File: src/rtl/seq_det_pkg.sv
// seq_det_pkg: shared definitions for the run-length detector.
//   - run_state_e   : detector state encoding (IDLE, RUN, HIT)
//   - DEF_*         : default parameter values
//   - min_run_legal : elaboration-time range check for MIN_RUN
package seq_det_pkg;

    typedef enum logic [1:0] {
        IDLE = 2'd0,
        RUN  = 2'd1,
        HIT  = 2'd2
    } run_state_e;

    localparam int DEF_MIN_RUN = 2;
    localparam int DEF_CNT_W   = 4;
    localparam int DEF_HIT_W   = 8;

    // MIN_RUN must be reachable by a CNT_W-bit saturating counter.
    function automatic bit min_run_legal(input int min_run, input int cnt_w);
        return (min_run >= 1) && (min_run <= (1 << cnt_w) - 1);
    endfunction

endpackage

File: src/rtl/sat_counter.sv
// sat_counter: W-bit up-counter that sticks at all-ones.
// Ports:
//   clk   - rising-edge clock
//   reset - synchronous active-low reset
//   clr   - synchronous clear (below reset in priority)
//   inc   - count enable
//   cnt   - registered count
module sat_counter #(
    parameter int W = 4
) (
    input  logic         clk,
    input  logic         reset,
    input  logic         clr,
    input  logic         inc,
    output logic [W-1:0] cnt
);

    always_ff @(posedge clk) begin
        if (!reset) begin
            cnt <= '0;
        end else if (clr) begin
            cnt <= '0;
        end else if (inc && (cnt != '1)) begin
            cnt <= cnt + W'(1);
        end
    end

endmodule

File: src/rtl/seq_run_detect.sv
// seq_run_detect: counts consecutive qualified 1s on din and flags when the
// run reaches MIN_RUN. Level or one-cycle-pulse indication, run-length
// readout, count of detected runs, optional longest-run tracker.
// Optional feature macro: SEQ_RUN_MAXRUN_EN (builds the max_run register;
// when undefined max_run is tied to 0).
// Ports:
//   clk        - rising-edge clock
//   reset      - synchronous active-low reset
//   din        - serial data bit
//   valid      - qualifies din; when low all state holds
//   clear      - synchronous soft clear of run state, hit_cnt, max_run
//   pulse_mode - 0 = level detect, 1 = one-cycle pulse per run
//   detect     - registered detection flag
//   run_len    - current consecutive-1 count, saturating
//   hit_cnt    - number of runs that reached MIN_RUN, wrapping
//   max_run    - longest run since reset/clear
//
// state | meaning
// ------+----------------------------------------
// IDLE  | run_len = 0
// RUN   | 0 < run_len < MIN_RUN
// HIT   | run_len >= MIN_RUN, run detected
module seq_run_detect
    import seq_det_pkg::*;
#(
    parameter int MIN_RUN = DEF_MIN_RUN,
    parameter int CNT_W   = DEF_CNT_W,
    parameter int HIT_W   = DEF_HIT_W
) (
    input  logic             clk,
    input  logic             reset,
    input  logic             din,
    input  logic             valid,
    input  logic             clear,
    input  logic             pulse_mode,
    output logic             detect,
    output logic [CNT_W-1:0] run_len,
    output logic [HIT_W-1:0] hit_cnt,
    output logic [CNT_W-1:0] max_run
);

    if (!min_run_legal(MIN_RUN, CNT_W)) begin : g_bad_min_run
        $error("seq_run_detect: MIN_RUN outside 1 .. 2^CNT_W-1");
    end

    localparam logic [CNT_W-1:0] MIN_RUN_V = CNT_W'(MIN_RUN);
    localparam logic [CNT_W-1:0] CNT_MAX   = {CNT_W{1'b1}};

    run_state_e       state;
    run_state_e       state_d;
    logic             hit_entry;
    logic [CNT_W-1:0] run_next;

    // A sampled 0 restarts the run; a sampled 1 extends it.
    sat_counter #(.W(CNT_W)) u_run_cnt (
        .clk   (clk),
        .reset (reset),
        .clr   (clear | (valid & ~din)),
        .inc   (valid & din),
        .cnt   (run_len)
    );

    always_comb begin
        run_next  = (run_len == CNT_MAX) ? run_len : run_len + CNT_W'(1);
        state_d   = state;
        hit_entry = 1'b0;
        if (valid) begin
            if (din) begin
                // One compare covers both IDLE->HIT (MIN_RUN=1) and RUN->HIT.
                if ((state != HIT) && (run_next == MIN_RUN_V)) begin
                    state_d   = HIT;
                    hit_entry = 1'b1;
                end else if (state == IDLE) begin
                    state_d = RUN;
                end
            end else begin
                state_d = IDLE;
            end
        end
    end

    always_ff @(posedge clk) begin
        if (!reset) begin
            state   <= IDLE;
            detect  <= 1'b0;
            hit_cnt <= '0;
        end else if (clear) begin
            state   <= IDLE;
            detect  <= 1'b0;
            hit_cnt <= '0;
        end else if (valid) begin
            state  <= state_d;
            detect <= pulse_mode ? hit_entry : (state_d == HIT);
            if (hit_entry) begin
                hit_cnt <= hit_cnt + HIT_W'(1);
            end
        end else if (pulse_mode) begin
            // A pulse never survives an idle (valid=0) cycle.
            detect <= 1'b0;
        end
    end

`ifdef SEQ_RUN_MAXRUN_EN
    logic [CNT_W-1:0] max_run_q;

    // Compared against the post-update run length so max_run is current
    // on the same edge as run_len.
    always_ff @(posedge clk) begin
        if (!reset) begin
            max_run_q <= '0;
        end else if (clear) begin
            max_run_q <= '0;
        end else if (valid && din && (run_next > max_run_q)) begin
            max_run_q <= run_next;
        end
    end

    assign max_run = max_run_q;
`else
    assign max_run = '0;
`endif

endmodule

File: config.mk
export PLATFORM = sky130hd
export DESIGN_NAME = seq_run_detect
export DESIGN_NICKNAME = d
export VERILOG_FILES = /design/src/rtl/seq_det_pkg.sv /design/src/rtl/sat_counter.sv /design/src/rtl/seq_run_detect.sv
export SDC_FILE = /design/constraint.sdc
export NUM_CORES = 1
export LEC_CHECK = 0
export ABC_AREA = 1
export BUFFER_PORTS_ARGS = -buffer_cell sky130_fd_sc_hd__buf_2
export CAP_MARGIN = 20
export CORE_AREA = 8 8 51 53
export CTS_BUF_LIST = sky130_fd_sc_hd__clkbuf_8
export DETAILED_ROUTE_END_ITERATION = 12
export DIE_AREA = 0 0 59 61
export PLACE_DENSITY = 0.73
export SLEW_MARGIN = 20
export SYNTH_ARGS = -nofsm -noshare
export SYNTH_HDL_FRONTEND = slang
export SYNTH_SLANG_ARGS = --single-unit
File: constraint.sdc
create_clock -name clk -period 2.4 [get_ports clk]
set_input_delay 0 -clock clk [delete_from_list [all_inputs] [get_ports clk]]
set_output_delay 0 -clock clk [all_outputs]
set_load 0.02 [all_outputs]
# Word level (Yosys, flattened, before mapping)
# Cells that the tools add are included.
# Widths: inputs -> output; s select.
word_totals:
  elab_cells: 34
  ff_bits: 15
  in_bits: 6
  out_inout_bits: 17
  ramBits: 0
  mem_count: 0
  latch_bits: 0
  mem_bits_ro: 0
op_classes:
  add_sub_neg: 2
  n_bitwise: 5
  magnitude_cmp: 0
  mul: 0
  n_eq_ne: 5
  muxes: 11
  shift: 0
  n_reduce_logical: 7
  n_div: 0
op_table:
  columns: ["op", "n"]
  rows:
  - ["$add 8x1->8 const B", 1]
  - ["$mux 2", 4]
  - ["$mux 1", 6]
  - ["$add 4x1->4 const B", 1]
  - ["$eq 4x2->1 const B", 1]
  - ["$eq 4x4->1 const B", 1]
  - ["$mux 4", 1]
  - ["$ne 4x4->1 const B", 1]
  - ["$reduce_or 2->1", 2]
  - ["$and 1x1->1", 2]
  - ["$eq 2x2->1 const B", 1]
  - ["$logic_and 1x1->1", 2]
  - ["$logic_not 2->1", 1]
  - ["$ne 2x2->1 const B", 1]
  - ["$not 1->1", 2]
  - ["$reduce_and 2->1", 1]
  - ["$reduce_bool 2->1", 1]
  - ["$or 1x1->1", 1]

# Logic depth before layout (Yosys ltp)
logic_depth:
  word_depth: 10
  depth_mapped: 12
  depth_no_buf: 11

# Hierarchy
# A second synthesis with hierarchy kept.
unflattened:
  hier_cells: 132
  hier_area_um2: 902.1
by_module_without_submodules:
  columns: ["module", "seq_area_each_um2", "n_inst", "cells_per_inst", "area_each_um2"]
  rows:
  - ["seq_run_detect", 220.2, 1, 103, 691.9]
  - ["sat_counter", 80.1, 1, 29, 210.2]

# Least setup slack after synthesis
# OpenSTA, ideal clock, no wires.
synth_path:
  path_kind: "reg2reg"
  start: "reg u_run_cnt.cnt[0]"
  end: "reg hit_cnt[0]"
  arrival_ns: 1.413
  t_required_ns: 2.278
  path_stages_with_launch: 11
  n_path_buf: 0
  setup_ns: 0.122
  period_less_slack_ns: 1.535
  slack_ns: 0.865
  cell_sequence: "dfxtp_1 > ha_1 > inv_1 > nand2_1 > nand2_2 > nor2_4 > nand2_2 > inv_2 > nand2_1 > o21ai_1 > a21oi_1"
synth_between:
  elab_chain_len: 8
  elab_cells_between_ends: 9
  classes_between: "add/sub (1); eq/ne (2); mux (4); reduce/logical (2)"
synth_rtl:
  columns: ["element", "line", "rtl"]
  rows:
  - ["from (decl)", "sat_counter.sv:15", "output logic [W-1:0] cnt"]
  - ["from (signal assigned)", "sat_counter.sv:24", "cnt <= cnt + W'(1);"]
  - ["$add 4x1->4 / $eq 4x4->1 (equally long branches)", "seq_run_detect.sv:64", "run_next = (run_len == CNT_MAX) ? run_len : run_len + CNT_W'(1);"]
  - ["$mux 4 *", "seq_run_detect.sv:64", null]
  - ["$eq 4x2->1 *", "seq_run_detect.sv:70", "if ((state != HIT) && (run_next == MIN_RUN_V)) begin"]
  - ["$logic_and 1x1->1 *", "seq_run_detect.sv:70", null]
  - ["$mux 1 *", "seq_run_detect.sv:70", null]
  - ["$mux 1 *", "seq_run_detect.sv:68", "if (din) begin"]
  - ["$mux 1 *", "seq_run_detect.sv:67", "if (valid) begin"]
  - ["$reduce_and 2->1 (no source line) *", null, null]
  - ["to (signal assigned)", "seq_run_detect.sv:95", "hit_cnt <= hit_cnt + HIT_W'(1);"]
  - ["to (decl)", "seq_run_detect.sv:38", "output logic [HIT_W-1:0] hit_cnt,"]
# Mark *: on every way between the ends. The rest lies on a longest branch, timed or not.
# A chain may end at the register's enable or synchronous reset.

# Worst setup path after layout
# Same ends and word-level chain as after synthesis.

==> summary.txt <==
Timing
  – Worst Tran Pin Value: 856 ps
  – Rel. slew slack: 42.9%
  – Final Hold Viols: 0
  – Unrepaired setup endpoints after global routing: no
  – Setup violations, final: 0
  – Max Transition Viols Final: 0
  – Setup_tns: 0 ps
  – Crit path time final: between 1500 and 2000 ps
  – Worst clock skew: 1.04 ps
  – Max frequency: 578 MHz
  – Final worst path period share: 72.1%

Finish
  – Area growth, synth to finish: 15.6%
  – # fillers: 190
  – Area of the multi-input gates: between 400 and 500 um^2
  – Utilization after layout: around 54%
  – Final std cells w/o fill: about 170
  – Layout cells sized above 1: 20.0%
  – # diodes: 0
  – Commonest non-fill, non-tap cell in the layout: nand2_1
  – Nets: ~160
  – Cell area after layout: 995 um^2
  – FF+latch area: 300 um^2
  – Most frequent cells in the layout: nand2_1, inv_1, buf_2

Pwr
  – Switching fraction of total power: 24.3%
  – Pwr dens: 501 nW/um^2
  – Tot Pwr: 498 uW
  – Sequential share of power: between 50 and 60%
  – Sw Pwr: 121 uW
  – Comb power frac: 8.7%
  – Max VDD drop: 0.336 mV
  – Clock power share: 40.3%
  – Leakage: 0.000461 uW
  – Internal power: approximately 380 uW

Route
  – Total wire length: 1.97 mm
  – Total number of vias: 836
  – Avg WL per Cell: between 10 and 15 um
  – Initial drt markers: 17
  – Routed Antenna Nets: 0
  – Vias per cell: 4.86
  – DRT Pass-1 Iters: 4
  – # DRC: 0

Clock tree
  – Clock buffer depth: 2
  – # Post-CTS Setup Buffers: 0
  – Hold_buf cts: 0
  – Root buf cell: clkbuf_8
  – Total CTS buffers: 3
  – Clock latency on the worst-skew pair: 250 ps
  – TritonCTS Sinks: 15
  – Resize count post-CTS: 0
  – Worst-path clk slew: 60 ps
  – H-tree depth: 1
  – TritonCTS clock tree: built

Placed design
  – Placed cell count: 168
  – Global placer's final weighted congestion: 0.886
  – Cell Area, Placed: 950 um^2
  – Port buffer count: 18
  – Post-DP HPWL: 1.52 mm

Floorplanning
  – Initial Util: 46.7%
  – Top Ports: 23
  – Site Rows: 16
  – Die height: 61 um
  – Die area: 3600 um^2
  – DIE WIDTH: 59 um
  – Core ar.: 1840 um^2

Logic synthesis
  – Post-synthesis sequential area ratio: 34.9%
  – Mapped cell area: between 800 and 900 um^2
  – Number of flops mapped to enable cells by yosys: 0
  – Synthesis warning total: 0
  – Register bit total from synthesis: 15
  – Top FF cell, synth: dfxtp_1
  – Distinct cells, synth: 23
  – Synth Instances: 126
  – Ys async rst share: 0%
  – Synthesized area per cell: 6.83 um^2

Critical path
  – Worst Path Arrival: 1860 ps
  – Req. time, crit path: 2530 ps
  – CP Launch Type: register
  – CP max-delay cell: dfxtp_1
  – Worst Path Buf+Inv: 2
  – Crit Path Category: reg -> reg
  – Max FO, Critical Path: 11
  – Kind of end point of the critical path: register
  – Worst path max stage delay: ~430 ps
  – CP top delay family: simple AND/OR/NAND/NOR gates
  – Crit-path cells: ha_1 > inv_1 > nand2_1 > nand2_2 > nor2_4 > nand2_2 > inv_2 > nand2_1 > o21ai_1 > a21oi_1

GRT
  – GRT Util Overall: 10.9%
  – Grt ovf: 0
  – First-pass GRT wire length: 3.03 mm
  – Number of global-route vias before repair: 735
  – Largest net degree at the start of global routing: 13
  – Initial antenna violation count: 0

Min path
  – Worst hold path class: in -> reg

Run
  – Maxcap violations: 0

Outcome
  – Status: complete, no violations
-- synth_stat cells, types with 2 or more instances --
master / n / share of area (%)
nand3_1: 10 / 5.8
a21oi_1: 12 / 7.0
o21ai_0: 3 / 1.7
inv_1: 17 / 7.4
buf_4: 4 / 3.5
a31oi_1: 2 / 1.5
nand4_1: 4 / 2.9
nand2_2: 3 / 2.2
xnor2_1: 2 / 2.0
dfxtp_1: 15 / 35
nand2_1: 27 / 12
nor2_1: 11 / 4.8
nor3_1: 2 / 1.2
xor2_1: 2 / 2.0
inv_2: 2 / 0.87
ha_1: 3 / 4.4
-- logic make-up (layout without fill, tap and decap cells) --
family	Yosys count	after routing	share of synthesized area [%]
adder cells (fa/ha/maj)	3	3	4.36
AND/OR/NAND/NOR	60	60	31.8
XOR/XNOR	4	4	4.07
AO/OA/AOI/OAI	18	18	10.8
buffers and inverters	25	41	13.7
other	1	4	0.436
flip-flops	15	15	34.9
-- per-stage QoR --
step | worst slack [ps] | hold WS, ps
final | 670 | 83.7
after global routing | 511 | 115
after CTS | 669 | 86.6
after detailed placement | 694 | 325
after global placement | 803 | 327
after floorplan | 865 | 174
-- final cells by class --
cell class                 count  share of cell area (%)
multi-input combinational     89                    45.7
sequential                    15                    30.2
timing repair buffer          18                    9.06
inverter                      19                    7.17
clock buffer                   3                    4.15
tap                           27                    3.40
clock inverter                 1                   0.377
-- layer usage --
metal  GRT usage (%)  share of wire [%]  vias up
met5               0                  0        -
met2            18.1                 51       18
met4            6.83                2.2        0
met3            2.97                4.9        6
met1            12.2                 42      374
li1                -                  -      438
-- worst register-to-register path, stage by stage, from the launching register on --
cell	delay, ps
dfxtp_1	430
ha_1	250
inv_1	60
nand2_1	60
nand2_2	70
nor2_4	90
nand2_2	70
inv_2	140
nand2_1	180
o21ai_1	200
a21oi_1	60
-- power groups by stage --
stage               Sequential, uW  Combinational, uW  Clock, uW
global route                   254               48.3        213
CTS                            254               43.0        202
detailed placement             259               42.6          0
global placement               259               42.0          0
floorplan                      261               34.5          0
finish                         254               43.5        201
-- registers in the layout, indices dropped and copies added (netlist names) --
register / count
state: 2
hit_cnt: 8
detect: 1
u_run_cnt.cnt: 4
-- worst paths after layout --
path	slack (ps)	start	depth (start not counted)	to
worst min register to register	500	hit_cnt[7]$_SDFFE_PP0P_	2	hit_cnt[7]$_SDFFE_PP0P_
worst max register to register	670	u_run_cnt.cnt[0]$_SDFFE_PP0P_	10	hit_cnt[0]$_SDFFE_PP0P_
worst max-delay path	670	u_run_cnt.cnt[0]$_SDFFE_PP0P_	10	hit_cnt[0]$_SDFFE_PP0P_
worst min-delay path	80	clear	4	hit_cnt[3]$_SDFFE_PP0P_
No activity file was read; power rests on OpenSTA's default activity.
